==> src/rtl/move_sweep_scheduler_if.sv <==
// Request/acknowledge link between the movement sweep scheduler and the
// shared position-update datapath. The scheduler is the master: it raises
// upd_req with a stable upd_idx and the datapath answers with upd_ack.
interface move_sweep_scheduler_if #(
  parameter int IDX_W = 3
);
  logic             upd_req;
  logic [IDX_W-1:0] upd_idx;
  logic             upd_ack;

  modport master (output upd_req, output upd_idx, input upd_ack);
  modport slave  (input upd_req, input upd_idx, output upd_ack);
endinterface

==> src/rtl/move_sweep_scheduler.sv <==
// Movement sweep scheduler: generates the movement tick, then walks every
// active object slot in index order and requests one position update per
// slot from the shared datapath. Sweeps are held off while the renderer is
// reading the object table. Ticks that land while a sweep is pending or
// running are dropped and counted as overruns.
// Optional build macro MOVE_SWEEP_ACK_TIMEOUT_EN adds a 16-bit watchdog that
// abandons a slot whose request goes unacknowledged, plus the ack_timeout
// pulse output.
module move_sweep_scheduler #(
  parameter int NUM_OBJ     = 8,
  parameter int IDX_W       = 3,
  parameter int TICK_PERIOD = 2000000,
  parameter int OVR_W       = 8
) (
  input  logic               clk,
  input  logic               reset_n,
  input  logic               enable,
  input  logic [NUM_OBJ-1:0] obj_active,
  input  logic               frame_busy,
  move_sweep_scheduler_if.master upd,
  output logic               sweep_done,
  output logic               tick_overrun,
  output logic [OVR_W-1:0]   overrun_cnt
`ifdef MOVE_SWEEP_ACK_TIMEOUT_EN
  ,
  output logic               ack_timeout
`endif
);

  typedef enum logic [2:0] {IDLE, WAIT_DRAW, SCAN, REQ, DONE} state_t;

  localparam logic [23:0]      TICK_RELOAD = 24'(TICK_PERIOD - 1);
  localparam logic [IDX_W-1:0] LAST_IDX    = IDX_W'(NUM_OBJ - 1);

  state_t             state;
  state_t             state_next;
  logic [23:0]        tick_cnt;
  logic               tick;
  logic [NUM_OBJ-1:0] mask;
  logic [IDX_W-1:0]   ptr;
  logic [IDX_W-1:0]   idx_reg;
  logic               slot_hit;
  logic               ptr_last;
  logic               timeout;
  logic               slot_done;
  logic               overrun;

  // reset_n is active-high despite its name
  assign tick      = enable && (tick_cnt == 24'd0);
  assign slot_hit  = mask[ptr];
  assign ptr_last  = (ptr == LAST_IDX);
  assign slot_done = (state == REQ) && (upd.upd_ack || timeout);
  assign overrun   = tick && (state != IDLE);

  assign upd.upd_req = (state == REQ);
  assign upd.upd_idx = idx_reg;
  assign sweep_done  = (state == DONE);

  // Tick down-counter; wrapping through zero gives exactly TICK_PERIOD cycles
  always_ff @(posedge clk) begin
    if (reset_n) begin
      tick_cnt <= TICK_RELOAD;
    end else if (enable) begin
      tick_cnt <= (tick_cnt == 24'd0) ? TICK_RELOAD : tick_cnt - 24'd1;
    end
  end

  // State register
  always_ff @(posedge clk) begin
    if (reset_n) begin
      state <= IDLE;
    end else begin
      state <= state_next;
    end
  end

  // Next-state decode for the sweep walk
  always_comb begin
    state_next = state;
    case (state)
      IDLE: begin
        if (tick) begin
          state_next = frame_busy ? WAIT_DRAW : SCAN;
        end
      end
      WAIT_DRAW: begin
        if (!frame_busy) begin
          state_next = SCAN;
        end
      end
      SCAN: begin
        if (slot_hit) begin
          state_next = REQ;
        end else if (ptr_last) begin
          state_next = DONE;
        end
      end
      REQ: begin
        if (slot_done) begin
          state_next = ptr_last ? DONE : SCAN;
        end
      end
      DONE:    state_next = IDLE;
      default: state_next = IDLE;
    endcase
  end

  // Sweep datapath: snapshot of active slots, walk pointer, request index
  always_ff @(posedge clk) begin
    if (reset_n) begin
      mask    <= '0;
      ptr     <= '0;
      idx_reg <= '0;
    end else begin
      case (state)
        IDLE: begin
          if (tick) begin
            mask <= obj_active;
            ptr  <= '0;
          end
        end
        SCAN: begin
          if (slot_hit) begin
            idx_reg <= ptr;
          end else if (!ptr_last) begin
            ptr <= ptr + IDX_W'(1);
          end
        end
        REQ: begin
          if (slot_done) begin
            mask[ptr] <= 1'b0;
            if (!ptr_last) begin
              ptr <= ptr + IDX_W'(1);
            end
          end
        end
        default: begin
        end
      endcase
    end
  end

  // Overrun pulse and saturating overrun counter
  always_ff @(posedge clk) begin
    if (reset_n) begin
      tick_overrun <= 1'b0;
      overrun_cnt  <= '0;
    end else begin
      tick_overrun <= overrun;
      if (overrun && (overrun_cnt != {OVR_W{1'b1}})) begin
        overrun_cnt <= overrun_cnt + OVR_W'(1);
      end
    end
  end

`ifdef MOVE_SWEEP_ACK_TIMEOUT_EN
  logic [15:0] wd_cnt;

  // Abandon the slot once 65535 REQ cycles have passed without an ack
  assign timeout = (state == REQ) && !upd.upd_ack && (wd_cnt == 16'hFFFE);

  // Watchdog counts cycles spent in REQ and flags an abandoned slot
  always_ff @(posedge clk) begin
    if (reset_n) begin
      wd_cnt      <= '0;
      ack_timeout <= 1'b0;
    end else begin
      ack_timeout <= timeout;
      wd_cnt      <= (state == REQ) ? wd_cnt + 16'd1 : 16'd0;
    end
  end
`else
  assign timeout = 1'b0;
`endif

endmodule

==> src/flat_wrapper.sv <==
// flat-port wrapper written by rule: the top's interface ports become plain ports
module move_sweep_scheduler_flat 
#(
  parameter int NUM_OBJ     = 8,
  parameter int IDX_W       = 3,
  parameter int TICK_PERIOD = 2000000,
  parameter int OVR_W       = 8
)
  (clk, reset_n, enable, obj_active, frame_busy, sweep_done, tick_overrun, overrun_cnt, upd_upd_req, upd_upd_idx, upd_upd_ack);
  move_sweep_scheduler_if #(.IDX_W(IDX_W)) upd_i ();
  input  logic clk;
  input  logic reset_n;
  input  logic enable;
  input  logic [NUM_OBJ-1:0] obj_active;
  input  logic frame_busy;
  output logic sweep_done;
  output logic tick_overrun;
  output logic [OVR_W-1:0] overrun_cnt;
  output wire logic [$bits(upd_i.upd_req)-1:0] upd_upd_req;
  output wire logic [$bits(upd_i.upd_idx)-1:0] upd_upd_idx;
  input wire logic [$bits(upd_i.upd_ack)-1:0] upd_upd_ack;
  assign upd_upd_req = upd_i.upd_req;
  assign upd_upd_idx = upd_i.upd_idx;
  assign upd_i.upd_ack = upd_upd_ack;
  move_sweep_scheduler #(.NUM_OBJ(NUM_OBJ), .IDX_W(IDX_W), .TICK_PERIOD(TICK_PERIOD), .OVR_W(OVR_W)) u_core (.clk(clk), .reset_n(reset_n), .enable(enable), .obj_active(obj_active), .frame_busy(frame_busy), .upd(upd_i), .sweep_done(sweep_done), .tick_overrun(tick_overrun), .overrun_cnt(overrun_cnt));
endmodule
==> config.mk <==
export PLATFORM = sky130hd
export DESIGN_NAME = move_sweep_scheduler_flat
export DESIGN_NICKNAME = d
export VERILOG_FILES = /design/src/rtl/move_sweep_scheduler_if.sv /design/src/rtl/move_sweep_scheduler.sv /design/src/flat_wrapper.sv
export SDC_FILE = /design/constraint.sdc
export NUM_CORES = 1
export LEC_CHECK = 0
export ABC_CLOCK_PERIOD_IN_PS = 8380
export BUFFER_PORTS_ARGS = -buffer_cell sky130_fd_sc_hd__buf_2
export CAP_MARGIN = 20
export CORE_MARGIN = 2
export CORE_UTILIZATION = 62
export CTS_CLUSTER_DIAMETER = 60
export DETAILED_ROUTE_END_ITERATION = 6
export PLACE_DENSITY = 0.87
export SLEW_MARGIN = 20
export SYNTH_ARGS = -nofsm -noshare
export SYNTH_HDL_FRONTEND = slang
export SYNTH_SLANG_ARGS = --single-unit
==> constraint.sdc <==
create_clock -name clk -period 8.38 [get_ports clk]
set_clock_uncertainty 0.1 [all_clocks]
set_input_delay 1.257 -clock clk [delete_from_list [all_inputs] [get_ports clk]]
set_output_delay 1.257 -clock clk [all_outputs]
set_load 0.02 [all_outputs]
## Word-level counts from Yosys, hierarchy flattened

Cells that the tools add are included.

- Flip-flop bits (word level): 50
- Bits of input ports: 13
- Output and inout port bits: 14
- Word-level logic and storage cells: 60

- Add/subtract/negate cells: 3
- Order comparisons: 2
- Eq/ne operators: 11
- Multiplexer cells: 21
- Bitwise gates (word level): 2
- Reduce and logical (&&, ||, !) cells: 14

Operator list:

| operator | number |
|---|---|
| 3-bit 2-to-1 mux | 10 |
| 24-bit logical NOT | 1 |
| 24-bit 2-to-1 mux | 1 |
| 24-bit by 1-bit subtractor with 24-bit output, second input constant | 1 |
| 8-bit 2-to-1 mux | 2 |
| 8-bit one-hot mux with 2 select lines | 1 |
| 3-bit one-hot mux with 4 select lines | 1 |
| 3-bit one-hot mux with 3 select lines | 1 |
| 8-bit by 1-bit adder with 8-bit output, second input constant | 1 |
| 8-bit bitwise AND | 1 |
| 8-bit != test, second input constant | 1 |
| 8-bit inverter | 1 |
| 4-bit AND reduction | 2 |
| 3-bit by 2-bit equality test with 1-bit output, second input constant | 2 |
| 3-bit equality test, second input constant | 2 |
| 3-bit nonzero test | 2 |
| 1-bit logical AND | 5 |
| 3-bit by 4-bit < comparator with 1-bit output, second input constant | 1 |
| 2-bit by 1-bit != test with 1-bit output, second input constant | 2 |
| 2-bit != test, second input constant | 2 |
| 3-bit by 1-bit adder with 3-bit output, second input constant | 1 |
| 1-bit binary-select mux with 3-bit select | 1 |
| 1-bit demux with 3-bit select | 1 |
| 3-bit by 1-bit equality test with 1-bit output, second input constant | 1 |
| other kinds (8) | 9 |

## Depth between registers and ports, before layout

- Depth after elaboration: 8
- Depth in mapped cells: 8
- Gate-level depth less buffers: 7

## Least setup slack after synthesis

No wires, ideal clock.

- Kind: input -> register
- From: in enable
- To: reg u_core.overrun_cnt[7]
- Library setup time: 0.123 ns
- Arrival time: 3.225 ns
- Required time: 8.157 ns
- Slack: 4.931 ns
- Cell stages on the path: 6
- Buffers on the path: 1
- Cells stage by stage: nor4b_1 > nand4_2 > or4_1 > buf_2 > nor4_2 > mux2_1

- Word-level cells in the longest chain between the ends: 3

RTL lines:

| what | line | source |
|---|---|---|
| start, declared | flat_wrapper.sv:13 | `input logic enable;` |
| 1-bit logical AND | move_sweep_scheduler.sv:49 | `assign tick = enable && (tick_cnt == 24'd0);` |
| 1-bit logical AND | move_sweep_scheduler.sv:53 | `assign overrun = tick && (state != IDLE);` |
| 1-bit logical AND | move_sweep_scheduler.sv:150 | `if (overrun && (overrun_cnt != {OVR_W{1'b1}})) begin` |
| end signal, assigned | move_sweep_scheduler.sv:151 | `overrun_cnt <= overrun_cnt + OVR_W'(1);` |
| end, declared | move_sweep_scheduler.sv:23 | `output logic [OVR_W-1:0] overrun_cnt` |

No other way between the ends.
A chain may end at the register's enable or synchronous reset.

## Worst setup path after layout

Ends and elaborated chain as after synthesis.

==> results.sh <==
export IMPL_antenna_cells_inserted=0
export IMPL_syn_inst=295
export IMPL_cts_setup_buffers=0
export IMPL_yosysWarnings=0
export IMPL_synth_largest_area_cell="dfxtp_1"
export IMPL_hold_violations=0
export IMPL_numCtsBuffers=5
export IMPL_cts_sinks=50
export IMPL_synth_area_leaders="dfxtp_1 41%, nand2_1 6.7%, nor2_1 4.3%, xnor2_1 3.9%, mux2i_1 3.7%"
export IMPL_path_clk_slew_ps=80
export IMPL_fillCellCount=317
export IMPL_core_mm2=0.003744
export IMPL_layout_drive_gt1_share_pct=12.66
export IMPL_drc=0
export IMPL_placed_area_mm2=0.002608
export IMPL_fin_nets=334
export IMPL_fmax_mhz=270.9
export IMPL_p_per_area_mw_per_mm2=142.6
export IMPL_area_delta_synth_final_pct=9.049
export IMPL_p_leak_uw=0.001029
export IMPL_synth_top_area_share_pct=40.67
export IMPL_root_buffer="clkbuf_8"
export IMPL_period_share_pct=44.06
export IMPL_path_class="in -> reg"
export IMPL_globalplace_congestion=0.8221
export IMPL_synth_area_per_cell_um2=8.343
export IMPL_crit_required_ps=8470
export IMPL_grt_overflow_total=0
export IMPL_synth_edf_count=0
export IMPL_via_per_inst=5.915
export IMPL_initial_core_util_pct=65.74
export IMPL_slew_violations=0
export IMPL_syn_nets=313
export IMPL_htree_levels=2
export IMPL_tritoncts="done"
export IMPL_crit_slowest_cell="nor4b_1"
export IMPL_synth_distinct_cells=45
export IMPL_die_h_um=67.01
export IMPL_antenna_found_initial=0
export IMPL_die_area_mm2=0.004490
export IMPL_vias=2153
export IMPL_slew_headroom_pct=31.10
export IMPL_finalInstanceArea_mm2=0.002684
export IMPL_ctsResizeCount=0
export IMPL_ys_seq_area_share_pct=40.67
export IMPL_maxCapViolations=0
export IMPL_finalSetupTns_ps=0
export IMPL_fin_crit_ps=3692
export IMPL_ant_nets=0
export IMPL_ir_worst_vdd_mv=0.08130
export IMPL_drtPass1Iterations=4
export IMPL_portBuffers=26
export IMPL_path_cells="buf_2 > nor4b_1 > nand4_2 > or4_1 > nor4_2 > mux2_1"
export IMPL_grt_pass1_wl_um=8480
export IMPL_max_stage_delay_ps=810
export IMPL_rsz0062_at_grt="no"
export IMPL_grt_use_total_pct=24.84
export IMPL_drt_iter0_markers=200
export IMPL_synth_top_flop_cell="dfxtp_1"
export IMPL_tightest_slew_ps=1033
export IMPL_hold_path_class="reg -> reg"
export IMPL_io_pins=27
export IMPL_clk_latency_ps=300
export IMPL_grt_pass1_vias=1992
export IMPL_cp_data_arrival_time_ps=3780
export IMPL_ys_seq_elements=50
export IMPL_crit_fanout=7
export IMPL_end_kind="flip-flop"
export IMPL_cts_buffer_depth=2
export IMPL_setup_violations=0
export IMPL_grt_max_degree=30
export IMPL_syn_cell_area_mm2=0.002461
export IMPL_crit_buf_inv=1
export IMPL_async_flop_share_pct=0
export IMPL_path_delay_family="simple AND/OR/NAND/NOR gates"
export IMPL_status="completed"
export IMPL_post_drt_wl_per_cell_um=13.86
export IMPL_die_x_um=67.01
export IMPL_cts_hold_buffers=0
export IMPL_hpwl_um=3528
export IMPL_start_kind="input port"
export IMPL_wl_um=5045
export IMPL_num_rows=22
layer usage:
layer	vias up	part of all wire [%]	GRT usage, %
li1	1080	-	-
met1	1009	45	30.74
met2	56	49	41.09
met3	8	5.1	6.081
met4	0	1.2	9.949
met5	-	0	0
final cells by class:
class | instances | area [um2] | area share [%]
Tap cell | 48 | 60.06 | 2.238
Timing Repair Buffer | 27 | 137.6 | 5.128
Clock buffer | 7 | 76.32 | 2.844
Inverter | 11 | 41.29 | 1.538
Sequential cell | 50 | 1001 | 37.30
Multi-Input combinational cell | 221 | 1368 | 50.96
final timing paths:
| kind | end | slack (ps) | from | depth (start not counted) |
|---|---|---|---|---|
| setup / recovery | u_core.overrun_cnt[7]$_SDFFE_PP0P_ | 4690 | enable | 6 |
| hold / removal | u_core.mask[2]$_SDFFE_PP0P_ | 380 | u_core.mask[2]$_SDFFE_PP0P_ | 2 |
| setup reg to reg | u_core.overrun_cnt[7]$_SDFFE_PP0P_ | 5360 | u_core.tick_cnt[8]$_SDFFE_PP0P_ | 5 |
| hold reg to reg | u_core.mask[2]$_SDFFE_PP0P_ | 380 | u_core.mask[2]$_SDFFE_PP0P_ | 2 |
cells in the final DEF, fill, tap and decap left out, drive strengths merged, types with 3 or more instances in the layout:
cell	count
mux2i	9
dfxtp	50
nand3	8
nand2	44
buf	27
nor2b	3
nor4	11
a21oi	17
xnor2	11
o31ai	5
xor2	10
ha	5
o21ai	18
or3	8
nor4b	3
nor3	10
nor2	28
clkbuf	7
nand4	4
or4	4
inv	11
worst reg2reg max path: stages (launching register included):
cell,delay (ps)
dfxtp_1,370
or4_4,580
or3_1,550
or4_1,690
nor4_2,280
mux2_1,340
power by group:
| part | internal [uW] | leakage (uW) | switching [uW] |
|---|---|---|---|
| sequential | 238 | 0.000403 | 0.779 |
| clock | 57.6 | 0.0000383 | 73.6 |
| combinational | 4.65 | 0.000587 | 7.85 |
| total | 301 | 0.00103 | 82.2 |
Yosys cell counts (2+ instances only):
master and count:
a21oi_1 17, a32o_1 2, buf_2 2, clkbuf_1 11, dfxtp_1 50, ha_1 5
inv_1 11, mux2i_1 9, nand2_1 44, nand2b_1 2, nand3_1 8, nand4_1 3
nor2_1 28, nor2b_1 3, nor3_1 9, nor3b_1 2, nor4_1 10, nor4b_1 3
o21ai_0 18, o31ai_1 5, or3_1 8, or4_1 3, xnor2_1 11, xor2_1 10
kinds of logic after synthesis:
| family | count (synthesis) | synth area share, % |
|---|---|---|
| AND/OR/NAND/NOR | 133 | 27.71 |
| AO/OA/AOI/OAI | 50 | 12.35 |
| flip-flops | 50 | 40.67 |
| buffers and inverters | 24 | 3.762 |
| XOR/XNOR | 21 | 7.473 |
| multiplexers | 12 | 5.491 |
| adder cells (fa/ha/maj) | 5 | 2.542 |
metrics by stage:
step                      setup WS [ps]  hold slack, ps  util, %  std cells  power, uW
after detailed placement           4425           366.0    69.65        357      257.2
after floorplan                    4931           339.3        -        295      251.7
after CTS                          4725           379.0    71.69        364      384.7
after global placement             4558           359.6    69.65        357      256.8
final                              4688           379.3    71.69        364      382.8
after global routing               4447           404.5    71.69        364      397.0
state kept, by name, indices dropped and copies added, names as in the netlist:
name                 cells
u_core.mask              8
u_core.overrun_cnt       8
u_core.ptr               3
u_core.state             3
u_core.tick_cnt         24
u_core.tick_overrun      1
u_core.upd.upd_idx       3
No activity file was read; power rests on OpenSTA's default activity.
